[config.mk]
export PLATFORM = sky130hd
export DESIGN_NAME = seg_frame_decoder
export DESIGN_NICKNAME = d
export VERILOG_FILES = /design/src/rtl/seg_frame_decoder.sv
export SDC_FILE = /design/constraint.sdc
export NUM_CORES = 1
export LEC_CHECK = 0
export CAP_MARGIN = 20
export CORE_MARGIN = 8
export CORE_UTILIZATION = 45
export CTS_CLUSTER_DIAMETER = 200
export DETAILED_ROUTE_END_ITERATION = 7
export MAX_ROUTING_LAYER = met4
export PLACE_DENSITY = 0.68
export SLEW_MARGIN = 0
export SYNTH_ARGS = -nofsm -noshare
export SYNTH_HDL_FRONTEND = slang
export SYNTH_SLANG_ARGS = --single-unit
[constraint.sdc]
create_clock -name CLOCK_50 -period 7.6 [get_ports CLOCK_50]
set_input_delay 1.9 -clock CLOCK_50 [delete_from_list [all_inputs] [get_ports CLOCK_50]]
set_output_delay 1.9 -clock CLOCK_50 [all_outputs]
set_load 0.1 [all_outputs]
[src/rtl/seg_frame_decoder.sv]
// seg_frame_decoder
//   Turns a stream of 8-bit seven-segment patterns (one per digit, HEX0 first) back into
//   hex nibbles. NUM_DIGITS patterns form one frame. Each digit is flagged as blank or
//   undecodable, and the frame is handed on with a valid/ready handshake.
//
// Ports
//   CLOCK_50   in   system clock, rising edge
//   RESET      in   synchronous active-high reset
//   IN_SEG     in   segment pattern, [7:1] = a..g, [0] = dp, 1 = lit
//   IN_FIRST   in   beat is digit 0 of a frame
//   IN_VALID   in   IN_SEG / IN_FIRST valid
//   IN_READY   out  block can accept a beat
//   OUT_VALUE  out  decoded nibbles, digit i at [4i+3:4i]
//   OUT_DP     out  decimal point per digit
//   OUT_BLANK  out  digit had no lit segments
//   OUT_ERR    out  digit pattern not decodable and not blank
//   OUT_VALID  out  frame available
//   OUT_READY  in   consumer takes frame
//   RESYNC     out  one-cycle pulse when a partial frame was discarded
module seg_frame_decoder #(
    parameter int unsigned NUM_DIGITS = 6
) (
    input  logic                    CLOCK_50,
    input  logic                    RESET,
    input  logic [7:0]              IN_SEG,
    input  logic                    IN_FIRST,
    input  logic                    IN_VALID,
    output logic                    IN_READY,
    output logic [4*NUM_DIGITS-1:0] OUT_VALUE,
    output logic [NUM_DIGITS-1:0]   OUT_DP,
    output logic [NUM_DIGITS-1:0]   OUT_BLANK,
    output logic [NUM_DIGITS-1:0]   OUT_ERR,
    output logic                    OUT_VALID,
    input  logic                    OUT_READY,
    output logic                    RESYNC
);

    localparam logic [2:0] LastIdx = 3'(NUM_DIGITS - 1);

    typedef enum logic [0:0] {StCollect, StHold} state_e;

    state_e                  state_q, state_d;
    logic [2:0]              index_q, index_d;
    logic                    in_ready_q, in_ready_d;
    logic                    resync_q, resync_d;

    // Per-frame working slots; the last beat is merged combinationally so the
    // output registers can be loaded on the same edge that enters HOLD.
    logic [4*NUM_DIGITS-1:0] slot_val_q, slot_val_d;
    logic [NUM_DIGITS-1:0]   slot_dp_q, slot_dp_d;
    logic [NUM_DIGITS-1:0]   slot_blank_q, slot_blank_d;
    logic [NUM_DIGITS-1:0]   slot_err_q, slot_err_d;

    logic [4*NUM_DIGITS-1:0] out_val_q;
    logic [NUM_DIGITS-1:0]   out_dp_q, out_blank_q, out_err_q;

    logic [3:0]              seg_nib;
    logic                    seg_blank, seg_err;
    logic                    store, last;
    logic [2:0]              slot;

    // Pattern decode, dp bit masked off.
    always_comb begin
        seg_nib   = 4'h0;
        seg_blank = 1'b0;
        seg_err   = 1'b0;
        case ({IN_SEG[7:1], 1'b0})
            8'hFC:   seg_nib = 4'h0;
            8'h60:   seg_nib = 4'h1;
            8'hDA:   seg_nib = 4'h2;
            8'hF2:   seg_nib = 4'h3;
            8'h66:   seg_nib = 4'h4;
            8'hB6:   seg_nib = 4'h5;
            8'hBE:   seg_nib = 4'h6;
            8'hE0:   seg_nib = 4'h7;
            8'hFE:   seg_nib = 4'h8;
            8'hF6:   seg_nib = 4'h9;
            8'hEE:   seg_nib = 4'hA;
            8'h3E:   seg_nib = 4'hB;
            8'h9C:   seg_nib = 4'hC;
            8'h7A:   seg_nib = 4'hD;
            8'h9E:   seg_nib = 4'hE;
            8'h8E:   seg_nib = 4'hF;
            8'h00:   seg_blank = 1'b1;
            default: seg_err = 1'b1;
        endcase
    end

    always_comb begin
        state_d      = state_q;
        index_d      = index_q;
        resync_d     = 1'b0;
        store        = 1'b0;
        last         = 1'b0;
        slot         = 3'd0;
        slot_val_d   = slot_val_q;
        slot_dp_d    = slot_dp_q;
        slot_blank_d = slot_blank_q;
        slot_err_d   = slot_err_q;

        unique case (state_q)
            StCollect: begin
                if (IN_VALID && in_ready_q) begin
                    if (IN_FIRST) begin
                        // A first-beat always restarts the frame at digit 0.
                        store    = 1'b1;
                        slot     = 3'd0;
                        resync_d = (index_q != 3'd0);
                    end else if (index_q != 3'd0) begin
                        store = 1'b1;
                        slot  = index_q;
                    end
                    // index 0 without IN_FIRST: dropped to regain alignment
                end
            end
            StHold: begin
                if (OUT_READY) state_d = StCollect;
            end
            default: state_d = StCollect;
        endcase

        if (store) begin
            last                         = (slot == LastIdx);
            index_d                      = last ? 3'd0 : slot + 3'd1;
            slot_val_d[4*slot +: 4]      = seg_nib;
            slot_dp_d[slot]              = IN_SEG[0];
            slot_blank_d[slot]           = seg_blank;
            slot_err_d[slot]             = seg_err;
            if (last) state_d = StHold;
        end

        in_ready_d = (state_d == StCollect);
    end

    always_ff @(posedge CLOCK_50) begin
        if (RESET) begin
            state_q      <= StCollect;
            index_q      <= 3'd0;
            in_ready_q   <= 1'b0;
            resync_q     <= 1'b0;
            slot_val_q   <= '0;
            slot_dp_q    <= '0;
            slot_blank_q <= '0;
            slot_err_q   <= '0;
            out_val_q    <= '0;
            out_dp_q     <= '0;
            out_blank_q  <= '0;
            out_err_q    <= '0;
        end else begin
            state_q      <= state_d;
            index_q      <= index_d;
            in_ready_q   <= in_ready_d;
            resync_q     <= resync_d;
            slot_val_q   <= slot_val_d;
            slot_dp_q    <= slot_dp_d;
            slot_blank_q <= slot_blank_d;
            slot_err_q   <= slot_err_d;
            if (state_q == StCollect && state_d == StHold) begin
                out_val_q   <= slot_val_d;
                out_dp_q    <= slot_dp_d;
                out_blank_q <= slot_blank_d;
                out_err_q   <= slot_err_d;
            end
        end
    end

    assign IN_READY  = in_ready_q;
    assign OUT_VALID = (state_q == StHold);
    assign RESYNC    = resync_q;
    assign OUT_VALUE = out_val_q;
    assign OUT_DP    = out_dp_q;
    assign OUT_BLANK = out_blank_q;
    assign OUT_ERR   = out_err_q;

endmodule

==> impl_metrics.ini, run 1 <==
[worst_setup_path]
required_ns = 7.86
r2r_start = IN_READY
cp_common_cell = ha_1
cp_num_buf_inv = 2
crit_chain = clkdlybuf4s50_1 > nor4bb_1 > buf_2 > nand2_1 > ha_1 > ha_1 > nand2b_1 > nor4_1 > nor3b_2 > a22oi_1 > a211oi_1
crit_family = simple AND/OR/NAND/NOR gates
path_max_fanout = 8
crit_slowest_cell = clkdlybuf4s50_1
critPathKind = primary input to register
startpoint_type = primary input
cp.arrival_ns = 5.30
r2r-end = OUT_VALUE[19]
max_stage_delay_ns = 0.51
worst_r2r_path_depth = 10
cp-end-kind = register
reg2reg_slack_ns = 4.23

[clock_tree]
cts_tree = yes
numCtsBuffers = 9
clock_latency_ns = 0.36
cts_max_level = 3
clockBufferDepth = 2
clock-root-buffer = clkbuf_8
ctsHoldBuffers = 0
clkTransAtPathRegs_ns = 0.09
post_cts_buffers = 0
post_cts_resized = 0
cts.sinks = 90

[yosys]
synth_area_um2 = 3821
ys_ff_latch = 90
synth_cell_types = 52
synth_edf_count = 0
syn_inst = 439
synth_commonest_cells = 90 x dfxtp_1, 68 x nor2_1, 45 x nand2_1, 29 x a211oi_1, 24 x clkbuf_1
ys.flop_type = dfxtp_1
yosys_warnings = 0
netlist.area_leader.share_pct = 47.15
yosysMostFrequentCell = dfxtp_1
syn_area_per_cell_um2 = 8.704
synth_top_cell_by_area = dfxtp_1
synthTopCellsByArea = dfxtp_1 47%, nor2_1 6.7%, a211oi_1 5.7%, nand2_1 4.4%, mux2i_1 3.4%
synthesis.nets = 457
async_reset_ff_share_pct = 0
ys_seq_area_share_pct = 47.15

[worst_hold_path]
hold_depth = 2
holdPathEnd = slot_val_q[4]
hold_start = slot_val_q[4]
hp-class = register to register

[die]
dieArea_um2 = 11700
core_um2 = 8217
die_w_um = 108.2
fp.dieH_um = 108.2
rows = 33
num_io_pins = 58
start_util_pct = 46.51

[global_route]
grt_max_degree = 93
grt_pass1_vias = 3143
met2_usage_pct = 25.41
globalRouteMet3Util_pct = 4.164
antenna_found_initial = 0
grt_pass1_wl_mm = 15.21
grtUsageTotal_pct = 16.43
met1_usage_pct = 20.47
busiest_layer = met2
overflow = 0

[run]
cap_violations = 0

[timing]
tightestPinTransition_ns = 0.9933
rsz0062_at_grt = false
fin_worst_skew_ns = 0.01090
fmax_mhz = 198.5
post-route-period-util_pct = 66.30
holdWs_ns = 0.4588
setup_tns_ns = 0
setup_violations = 0
final_max_slew_viol_count = 0
hold_violations = 0
slew_headroom_pct = 33.57
post-route-min-period_ns = 5.039

[finish]
ff_latch_area_um2 = 1802
multi_input_area_um2 = 1872
fillers = 773
nets = 499
areaGrowthSynthToFinish_pct = 21.35
drive_above_1_share_pct = 6.173
antenna_cells = 0

[pwr]
ir_worst_vdd_v = 0.0001359
powerDensity_nw_per_um2 = 183.6
leakagePower_nw = 1.576
total_power_uw = 851.4

[detailed_routing]
drc = 0
ant_nets = 0
dr.first_iter.drc_count = 149
drtPass1Iterations = 4
vias = 3328
vias_per_cell = 5.631
routed_wirelength_mm = 9.041
wl_per_cell_um = 15.30

[placed_design]
post-dp-hpwl_mm = 6.198
gp_congestion = 0.8496
io_buffers = 57

[outcome]
status = finished clean
==> where the power goes <==
part / total [mW] / switching, mW / internal, mW
clock network: 0.329 / 0.175 / 0.154
logic: 0.0469 / 0.0309 / 0.0160
registers: 0.475 / 0.00190 / 0.473
==> worst max-delay path by stage <==
| stage | depth (start not counted) | end | start | slack (ns) |
|---|---|---|---|---|
| detailed placement | 10 | OUT_VALUE[19] | IN_FIRST | 1.70 |
| floorplan | 10 | OUT_VALUE[19] | IN_FIRST | 3.43 |
| global route | 11 | OUT_VALUE[19] | IN_FIRST | 2.19 |
| finish | 11 | OUT_VALUE[19] | IN_FIRST | 2.56 |
| CTS | 10 | OUT_VALUE[19] | IN_FIRST | 2.05 |
| global placement | 10 | OUT_VALUE[13] | IN_FIRST | 2.00 |
==> sequential cells by signal (all words and copies together) (netlist names) <==
signal	cells
IN_READY	1
slot_err_q	6
slot_dp_q	6
OUT_VALUE	24
OUT_ERR	6
slot_blank_q	6
OUT_VALID	1
slot_val_q	24
OUT_BLANK	6
RESYNC	1
OUT_DP	6
index_q	3
==> worst reg2reg max path, stage by stage, from the launching register on <==
cell	delay, ns
dfxtp_1	0.41
nor4bb_1	0.40
buf_2	0.26
nand2_1	0.12
ha_1	0.26
ha_1	0.40
nand2b_1	0.08
nor4_1	0.48
nor3b_2	0.42
a22oi_1	0.16
a211oi_1	0.28
==> routing by layer <==
metal / vias up / part of all wire [%]
met3: 14 / 5.9
li1: 1665 / -
met2: 94 / 46
met1: 1555 / 46
met4: 0 / 1.7
met5: - / 0
==> logic make-up (layout without fill, tap and decap cells) <==
group,after synthesis,in the layout,share of synthesized area [%]
compound gates,102,102,17.85
mux,13,13,3.405
xor+xnor,1,1,0.2292
flops,90,90,47.15
simple gates,192,192,25.67
buf+inv,36,83,4.060
fa+ha+maj,5,5,1.637
==> metrics by stage <==
stage / setup WS, ns / std cells / instance area (µm²) / utilization (%)
after detailed placement: 1.700 / 573 / 4412 / 53.69
after global routing: 2.192 / 591 / 4637 / 56.43
after CTS: 2.049 / 589 / 4612 / 56.13
after floorplan: 3.432 / 439 / 3821 / -
final: 2.561 / 591 / 4637 / 56.43
after global placement: 2.001 / 573 / 4412 / 53.69
==> cell usage in the layout, fill, tap and decap left out, types with 6 or more instances in the layout <==
cell type	Yosys	routed
mux2i_1	13	13
nor3_1	8	8
a211oi_1	29	29
a22oi_1	11	11
o21ai_0	6	6
a21oi_1	22	22
o22ai_1	10	10
nand2_1	45	45
clkdlybuf4s50_1	0	56
nor2_1	68	67
clkbuf_8	0	9
a31oi_1	6	6
nand3b_1	8	8
nand3_1	15	15
dfxtp_1	90	90
nand2b_1	8	8
==> final cells by class <==
| type | instances | area share [%] |
|---|---|---|
| sequential | 90 | 38.86 |
| clock buffer | 9 | 2.671 |
| timing repair buffer | 62 | 13.22 |
| multi-input combinational | 313 | 40.37 |
| inverter | 5 | 0.4047 |
| clock inverter | 7 | 1.646 |
| tap | 105 | 2.833 |
Note: power is estimated with default switching activity, not from simulation.
==> inputs of run 2 (changes only) <==
- PLACE_DENSITY: 0.68 -> 0.71
- clock period: 7.6 -> 4.2 ns (I/O delays scaled with it)
==> impl_metrics.ini, run 2 (synthesized netlist as in run 1, its figures left out) <==
[die]
num_io_pins = 58
dieArea_um2 = 11700
fp.dieH_um = 108.2
core_um2 = 8217
die_w_um = 108.2
rows = 33
start_util_pct = 46.51

[worst_setup_path]
required_ns = 4.48
cp.arrival_ns = 4.18
reg2reg_slack_ns = 1.09
cp_num_buf_inv = 2
critPathKind = primary input to register
cp_common_cell = ha_1
startpoint_type = primary input
r2r_start = IN_READY
crit_family = simple AND/OR/NAND/NOR gates
path_max_fanout = 9
crit_chain = clkdlybuf4s50_1 > nor4bb_1 > buf_4 > nand2_1 > ha_1 > ha_1 > nand2b_1 > nor4_1 > nor3b_2 > a22oi_1 > a211oi_1
crit_slowest_cell = clkdlybuf4s50_1
cp-end-kind = register
r2r-end = OUT_VALUE[19]
max_stage_delay_ns = 0.51
worst_r2r_path_depth = 10

[worst_hold_path]
hold_start = OUT_ERR[2]
hold_depth = 2
holdPathEnd = OUT_ERR[2]
hp-class = register to register

[finish]
final_cell_mix = 90 x dfxtp_1, 67 x nor2_1, 56 x clkdlybuf4s50_1, 45 x nand2_1, 29 x a211oi_1
drive_above_1_share_pct = 6.925
fillers = 762
nets = 504
layout_commonest_cell = dfxtp_1
antenna_cells = 0
layout.cells.non_filler = 596
areaGrowthSynthToFinish_pct = 23.02

[timing]
rsz0062_at_grt = false
post-route-period-util_pct = 92.94
slew_headroom_pct = 33.60
fmax_mhz = 256.2
setup_violations = 0
fin_worst_skew_ns = 0.01631
final_max_slew_viol_count = 0
post-route-min-period_ns = 3.903
hold_violations = 0
setup_ws_ns = 0.2966
holdWs_ns = 0.4569
tightestPinTransition_ns = 0.9929

[clock_tree]
cts_max_level = 3
clock-root-buffer = clkbuf_8
numCtsBuffers = 9
cts.sinks = 90
clockBufferDepth = 2
clock_latency_ns = 0.37
cts_tree = yes
post_cts_resized = 0
post_cts_buffers = 0
ctsHoldBuffers = 0
clkTransAtPathRegs_ns = 0.09

[detailed_routing]
drc = 0
vias_per_cell = 5.490
dr.first_iter.drc_count = 172
drtPass1Iterations = 4
vias = 3272
ant_nets = 0
wl_per_cell_um = 15.72
routed_wirelength_mm = 9.368

[global_route]
grt_pass1_wl_mm = 15.26
antenna_found_initial = 0
grtUsageTotal_pct = 16.74
busiest_layer = met2
overflow = 0
grt_pass1_vias = 3028
met2_usage_pct = 24.54
grt_max_degree = 64
globalRouteMet3Util_pct = 3.212
met1_usage_pct = 21.82

[pwr]
leakagePower_nw = 1.614
powerDensity_nw_per_um2 = 344.0
ir_worst_vdd_v = 0.0002561
total_power_mw = 1.617

[placed_design]
post-dp-hpwl_mm = 6.450
io_buffers = 57
placedCellCount = 580
place_ws_ns = -0.01251
gp_congestion = 0.9011

[outcome]
status = finished clean

[run]
cap_violations = 0
run 2: changes by cell type in the layout (fill, tap and decap cells not counted), sizes merged:
| cell | change |
|---|---|
| buf | +5 |
| clkinv | -2 |
| bufinv | +1 |
| clkbuf | +1 |
| clkinvlp | -1 |
| inv | +1 |
run 2: through the flow:
step | utilization [%] | TNS [ns] | area (µm²)
floorplan | - | 0 | 3821
global placement | 54.48 | 0 | 4477
detailed placement | 54.48 | -0.01251 | 4477
CTS | 57.21 | 0 | 4701
global route | 57.21 | 0 | 4701
finish | 57.21 | 0 | 4701
run 2: area by class of cell:
cell class,instances,area [µm²],area share [%]
multi-input cells,313,1872,39.82
flip-flops and latches,90,1802,38.33
repair buffers,67,653.1,13.89
well taps,105,131.4,2.795
clock buffers,10,127.6,2.715
clock inverters,6,96.34,2.050
inverters,5,18.77,0.3993
run 2: worst register-to-register path, cell delays in order (launching register included):
cell and delay, ns:
dfxtp_1 0.41, nor4bb_1 0.29, buf_4 0.21, nand2_1 0.10, ha_1 0.26, ha_1 0.31
nand2b_1 0.06, nor4_1 0.49, nor3b_2 0.45, a22oi_1 0.18, a211oi_1 0.25
run 2: worst max path at each step:
stage	start	end	slack, ns	cells after the start
6_report	IN_FIRST	OUT_VALUE[19]	0.30	11
5_1_grt	IN_FIRST	OUT_VALUE[19]	0.03	11
3_5_place_dp	IN_FIRST	OUT_VALUE[19]	-0.01	11
4_1_cts	IN_FIRST	OUT_VALUE[19]	0.32	11
3_3_place_gp	IN_FIRST	OUT_VALUE[17]	0.23	11
2_1_floorplan	IN_READY	OUT_VALUE[19]	0.85	10
run 2: power breakdown:
part	total, mW	internal [mW]	switching (mW)
combinational	0.0869	0.0299	0.0570
sequential	0.860	0.856	0.00358
clock	0.670	0.344	0.326
run 2: per-layer routing:
| metal | share of wire (%) | routed length, µm |
|---|---|---|
| met1 | 47 | 4417 |
| met2 | 47 | 4382 |
| met3 | 5.1 | 482 |
| met4 | 0.91 | 85 |
| met5 | 0 | 0 |
